[config.mk]
export PLATFORM = sky130hd
export DESIGN_NAME = axis_sync_fifo
export DESIGN_NICKNAME = d
export VERILOG_FILES = /design/src/rtl/axis_sync_fifo.sv
export SDC_FILE = /design/constraint.sdc
export NUM_CORES = 1
export LEC_CHECK = 0
export CORE_MARGIN = 4
export CORE_UTILIZATION = 50
export DETAILED_ROUTE_END_ITERATION = 16
export PLACE_DENSITY = 0.71
export SYNTH_ARGS = -nofsm -noshare
export SYNTH_HDL_FRONTEND = slang
export SYNTH_SLANG_ARGS = --single-unit
[constraint.sdc]
create_clock -name clk -period 3 [get_ports clk]
set_clock_uncertainty 0.05 [all_clocks]
set_input_delay 0.6 -clock clk [delete_from_list [all_inputs] [get_ports clk]]
set_output_delay 0.6 -clock clk [all_outputs]
set_load 0.005 [all_outputs]
[src/rtl/axis_sync_fifo.sv]
// Single-clock first-word-fall-through AXI-Stream FIFO storing {tlast, tdata},
// with word occupancy and complete-packet counts.
module axis_sync_fifo #(
    parameter int DW    = 8,
    parameter int DEPTH = 16
) (
    input  logic                       clk,
    input  logic                       rst,
    input  logic [DW-1:0]              s_tdata,
    input  logic                       s_tvalid,
    input  logic                       s_tlast,
    output logic                       s_tready,
    output logic [DW-1:0]              m_tdata,
    output logic                       m_tvalid,
    output logic                       m_tlast,
    input  logic                       m_tready,
    output logic [$clog2(DEPTH):0]     count,
    output logic [$clog2(DEPTH):0]     pkt_count,
    output logic                       full,
    output logic                       empty
);

    localparam int AW = $clog2(DEPTH);
    localparam int PW = AW + 1;

    logic [DW:0]   mem_r [DEPTH];
    logic [PW-1:0] wr_ptr_r;
    logic [PW-1:0] rd_ptr_r;
    logic [PW-1:0] pkt_count_r;
    logic          full_s;
    logic          empty_s;
    logic          wr_en_s;
    logic          rd_en_s;

    // Status flags come from the registered pointers only; the extra MSB tells full from empty.
    assign full_s   = (wr_ptr_r[AW-1:0] == rd_ptr_r[AW-1:0]) && (wr_ptr_r[AW] != rd_ptr_r[AW]);
    assign empty_s  = (wr_ptr_r == rd_ptr_r);
    assign count    = wr_ptr_r - rd_ptr_r;
    assign full     = full_s;
    assign empty    = empty_s;
    assign pkt_count = pkt_count_r;

    assign s_tready = !full_s && !rst;
    assign m_tvalid = !empty_s;
    assign {m_tlast, m_tdata} = mem_r[rd_ptr_r[AW-1:0]];

    assign wr_en_s = s_tvalid && s_tready;
    assign rd_en_s = m_tvalid && m_tready;

    // Storage array write port; contents are intentionally not reset.
    always_ff @(posedge clk) begin
        if (wr_en_s) begin
            mem_r[wr_ptr_r[AW-1:0]] <= {s_tlast, s_tdata};
        end
    end

    // Extended pointers roll over naturally in binary.
    always_ff @(posedge clk) begin
        if (rst) begin
            wr_ptr_r <= {PW{1'b0}};
            rd_ptr_r <= {PW{1'b0}};
        end else begin
            if (wr_en_s) begin
                wr_ptr_r <= wr_ptr_r + PW'(1);
            end
            if (rd_en_s) begin
                rd_ptr_r <= rd_ptr_r + PW'(1);
            end
        end
    end

    // Complete-packet counter: a tlast beat in and a tlast beat out in one cycle cancel.
    always_ff @(posedge clk) begin
        if (rst) begin
            pkt_count_r <= {PW{1'b0}};
        end else begin
            case ({wr_en_s && s_tlast, rd_en_s && m_tlast})
                2'b10:   pkt_count_r <= pkt_count_r + PW'(1);
                2'b01:   pkt_count_r <= pkt_count_r - PW'(1);
                default: pkt_count_r <= pkt_count_r;
            endcase
        end
    end

endmodule

# Word-level counts from Yosys, hierarchy flattened
# Memories as Yosys holds them, arrays and structs flattened. A register that Yosys moved wholly into a read port is not among the register bits.
# Cells that the tools add are included.
[word_totals] ff_bits=15 inputBits=13 n_memories=1 latchBits=0 elab_cells=29 ram_bits=144 romBits=0
[mem_list] memory="mem_r" words=16 word_bits=9 rd=1 rd_ports_with_merged_regs=1 wr=1 line_no="26" text="logic [DW:0] mem_r [DEPTH];"
[classes] addsub=5 n_mul=0 n_div=0 n_lt_le_gt_ge=0 n_reduce_logical=10 bitwise=0 mux=5 n_shift=0 eq_ne=5
[op_table] cell="adder 5 x 1 -> 5 bit, second input constant" count=3
[op_table] cell="one-hot mux 5 bit (2 select lines)" count=1
[op_table] cell="two-way mux 4 bit" count=2
[op_table] cell="logical AND 1 bit" count=6
[op_table] cell="equality test 5 bit" count=1
[op_table] cell="subtractor 5 x 1 -> 5 bit, second input constant" count=1
[op_table] cell="subtractor 5 bit" count=1
[op_table] cell="equality test 4 bit" count=1
[op_table] cell="logical NOT 1 bit" count=3
[op_table] cell="equality test 2 x 1 -> 1 bit, second input constant" count=1
[op_table] cell="equality test 2 bit, second input constant" count=1
[op_table] cell="two-way mux 1 bit" count=2
[op_table] cell="nonzero test 2 bit" count=1
[op_table] cell="!= test 1 bit" count=1

# Longest topological paths before layout
[depth] ltp_word=8 depth_mapped=11

# Worst setup path before layout
# OpenSTA, ideal clock, no wires.
[synth_path] path_kind="flip-flop to flip-flop" start="register wr_ptr_r[0]" end="register pkt_count_r[4], in the netlist pkt_count[4]" t_arrival_ps=2850 stages_incl_launch_ff=12 period_less_slack_ps=2971 setup_time_ps=70 n_path_buf=0 setup_slack_ps=29 path_cell_list="dfxtp_1 -> inv_1 -> ha_1 -> and4_4 -> a211oi_2 -> nand2_1 -> ha_1 -> fa_1 -> nand3_1 -> a21oi_1 -> or4_1 -> a21oi_1"
[synth_between] elab_chain_len=8 elab_cells_between_ends=14
[synth_lines] element="start: declaration" line_no="27" text="logic [PW-1:0] wr_ptr_r;"
[synth_lines] element="start signal: assignment" line_no="60" text="wr_ptr_r <= {PW{1'b0}};"
[synth_lines] element="start signal: assignment" line_no="64" text="wr_ptr_r <= wr_ptr_r + PW'(1);"
[synth_lines] element="equality test 4 bit" line_no="36" text="assign full_s = (wr_ptr_r[AW-1:0] == rd_ptr_r[AW-1:0]) && (wr_ptr_r[AW] != rd_ptr_r[AW]);"
[synth_lines] element="logical AND 1 bit" line_no="36"
[synth_lines] element="logical NOT 1 bit" line_no="43" text="assign s_tready = !full_s && !rst;"
[synth_lines] element="logical AND 1 bit" line_no="43"
[synth_lines] element="logical AND 1 bit" line_no="47" text="assign wr_en_s = s_tvalid && s_tready;"
[synth_lines] element="logical AND 1 bit" line_no="77" text="case ({wr_en_s && s_tlast, rd_en_s && m_tlast})"
[synth_lines] element="equality test 2 x 1 -> 1 bit / equality test 2 bit (equally long branches)" line_no="77"
[synth_lines] element="one-hot mux 5 bit (2 select lines) / nonzero test 2 bit (equally long branches)"
[synth_lines] element="end signal: assignment" line_no="78" text="2'b10: pkt_count_r <= pkt_count_r + PW'(1);"
[synth_lines] element="end signal: assignment" line_no="79" text="2'b01: pkt_count_r <= pkt_count_r - PW'(1);"
[synth_lines] element="end signal: assignment" line_no="80" text="default: pkt_count_r <= pkt_count_r;"
[synth_lines] element="end: declaration" line_no="29" text="logic [PW-1:0] pkt_count_r;"
# Several ways; a longest one is shown, not always the timed one.
# A chain may end at the register's enable or synchronous reset.

==> flow_metrics.py <==
metrics = {
    "run_status": {
        "outcome": "completed",
    },
    "routing": {
        "drc_errors": 0,
        "ant_nets": 0,
        "wl_per_cell_um": 22.09,
        "via_count": 3632,
        "drtIter0Drc": 442,
        "routed_wl_mm": 14.14,
        "vias_per_cell": 5.675,
        "first_pass_iters": 5,
    },
    "synthesis": {
        "synth_fa_ha_area_share_pct": 3.073,
        "synth_mux_area_share_pct": 12.90,
        "synth_warnings": 0,
        "syn-cell-area_um2": 6596,
        "yosys.area_share.simple_pct": 4.495,
        "ys_seq_area_share_pct": 71.32,
        "synth_edf_count": 144,
        "synth_compound_area_share_pct": 4.401,
        "synth_cells": 367,
        "synth_xor_area_share_pct": 1.840,
        "synth_top_family_by_area": "multiplexers",
        "avgSynthCellArea_um2": 17.97,
        "synthesis.nets": 395,
        "synth-main-ff-cell": "edfxtp_1",
        "ys_async_sr_fraction_pct": 0,
        "synth_seq_cells": 163,
        "yosysUniqueCellTypes": 41,
    },
    "placed_design": {
        "place.gp.congestion": 0.8279,
        "post-dp-hpwl_mm": 8.862,
        "io_buffers": 35,
        "postPlaceCellArea_um2": 7467,
    },
    "final_layout": {
        "layout_commonest_cell": "edfxtp_1",
        "diodes": 0,
        "nFillCells": 877,
        "final_cell_area_um2": 8272,
        "seq_area_um2": 4715,
        "layout-drive-gt1-share_pct": 30.13,
        "final_cell_mix": "edfxtp_1, buf_4, mux4_2",
        "fin_nets": 483,
        "syn_to_final_growth_pct": 25.40,
        "multiInputGateArea_um2": 1863,
    },
    "sta": {
        "rsz0062_at_grt": "false",
        "finalSetupViolCount": 0,
        "worst_hold_slack_ns": 0.4510,
        "final-hold-violation-count": 0,
        "fmax_ghz": 0.3422,
        "final.min_clock_period_ns": 2.923,
        "relSlewSlack_pct": 62.38,
        "slew_violations": 0,
        "worst-slew-pin-transition_ns": 0.5626,
        "fin_crit_sh_pct": 97.42,
    },
    "clock_tree": {
        "clk_latency_ns": 0.42,
        "cts_num_sinks": 163,
        "numCtsBuffers": 17,
        "htree_levels": 4,
        "clock_path_buffers": 2,
        "hold_buffers": 0,
        "path_clk_slew_ns": 0.06,
        "tritoncts": "yes",
        "root_buffer": "clkbuf_16",
    },
    "global_routing": {
        "grt_util_met3_pct": 4.654,
        "top_usage_layer": "met2",
        "antenna_found_initial": 0,
        "overflow": 0,
        "grt_max_degree": 20,
        "track_usage_pct": 20.62,
        "grt_pass1_vias": 3760,
        "grt_pass1_wl_mm": 21.96,
        "gr-usage-met2_pct": 31.53,
        "grtUsageMet1_pct": 28.73,
    },
    "setup_path": {
        "start_kind": "flip-flop",
        "required_ns": 2.35,
        "cp_max_fo": 13,
        "critPathArrivalTime_ns": 2.27,
        "worstSetupEndpointType": "primary output",
        "critPathKind": "flip-flop to primary output",
    },
    "power_and_ir_drop": {
        "ir_drop_uv": 340.6,
        "total_leakage_power_nw": 2.858,
        "cellPowerDensity_nw_per_um2": 679.0,
    },
    "floorplanning": {
        "die-area_um2": 15090,
        "io_pins": 36,
        "die_w_um": 122.9,
        "rows": 41,
        "die_h_um": 122.9,
        "initial_core_util_pct": 51.64,
        "core_area_um2": 12770,
    },
    "hold_path": {
        "hp-class": "flip-flop to flip-flop",
    },
    "job": {
        "max_cap_viol_count": 0,
    },
}
-- final cells by class --
type / count / share of cell area (%)
multi-input cells: 173 / 22.52
repair buffers: 87 / 9.756
inverters: 13 / 0.5899
clock inverters: 12 / 2.254
clock buffers: 20 / 5.279
flip-flops and latches: 163 / 57.00
well taps: 172 / 2.602
-- metrics by stage --
step	std cells	total power [mW]	setup TNS, ns	utilization, %	worst slack [ns]
after global placement	605	3.312	-0.01068	58.46	-0.01068
final	640	5.616	0	64.76	0.07740
after detailed placement	605	3.323	-0.05740	58.46	-0.05740
after global routing	640	5.830	0	64.76	0.00004441
after CTS	640	5.648	-0.03716	64.02	-0.01551
after floorplan	367	3.001	0	-	0.02919
-- synthesized netlist by cell type, types with 2 or more instances --
library cell,number,area (µm²)
nand4_1,2,12.51
o31ai_1,2,15.01
buf_2,4,20.02
nand2_1,16,60.06
a22oi_1,16,120.1
nor2_1,27,101.4
mux4_2,36,810.8
edfxtp_1,144,4324
fa_1,2,40.04
xor2_1,3,26.28
inv_1,13,48.80
mux2i_1,4,40.04
clkbuf_1,6,22.52
and3_1,2,12.51
buf_1,5,18.77
a211oi_1,2,15.01
buf_4,2,15.01
xnor2_1,9,78.83
ha_1,13,162.7
nor3_1,4,20.02
a21o_1,3,22.52
a21oi_1,10,50.05
nand3_1,3,15.01
nor2b_1,3,18.77
dfxtp_1,19,380.4
nand2b_1,2,12.51
-- what timing repair did --
| item | 4_1_cts | 5_1_grt |
|---|---|---|
| setup endpoints to repair | 10 | 11 |
| cloned | 1 | 0 |
| buffers inserted | 2 | 0 |
| pin swaps | 0 | 2 |
| resized for setup | 12 | 22 |
-- report_power, final --
| group | switching, mW | leakage, nW | internal [mW] |
|---|---|---|---|
| combinational | 0.344 | 1.10 | 0.457 |
| clock | 0.812 | 0.307 | 1.47 |
| sequential | 0.0367 | 1.45 | 2.50 |
-- final timing paths --
| check | from | end | slack, ns | cells past startpoint |
|---|---|---|---|---|
| setup / recovery | flip-flop | m_tdata[6] | 0.08 | 5 |
| hold / removal | pkt_count[4]$_SDFFE_PP0P_ | pkt_count[4]$_SDFFE_PP0P_ | 0.45 | 2 |
| setup reg to reg | flip-flop | pkt_count[4]$_SDFFE_PP0P_ | 0.15 | 10 |
| hold reg to reg | pkt_count[4]$_SDFFE_PP0P_ | pkt_count[4]$_SDFFE_PP0P_ | 0.45 | 2 |
-- critical path, cell delays in order (launching register included) --
cell	delay, ns
dfxtp_4	0.42
buf_12	0.18
mux4_2	0.52
a22oi_2	0.21
nand2_1	0.07
clkdlybuf4s50_1	0.44
-- per-layer routing --
| metal | vias up | wire length (µm) | part of all wire, % |
|---|---|---|---|
| met1 | 1883 | 6091 | 43 |
| met3 | 16 | 814 | 5.8 |
| met5 | - | 0 | 0 |
| met2 | 113 | 6983 | 49 |
| li1 | 1620 | - | - |
| met4 | 0 | 247 | 1.7 |
-- state kept, by name (all words and copies together), names as in the netlist, named ones only --
register,cells
rd_ptr_r,5
pkt_count,5
mem_r,144
wr_ptr_r,5
-- cell families after synthesis --
family | Yosys count
and+or+nand+nor | 65
muxes | 40
xor gates and xnor gates | 13
adders and majority gates | 15
DFF | 163
AOI/OAI and AO/OA | 40
buffers and inverters | 31
Note: power is estimated with default switching activity, not from simulation.
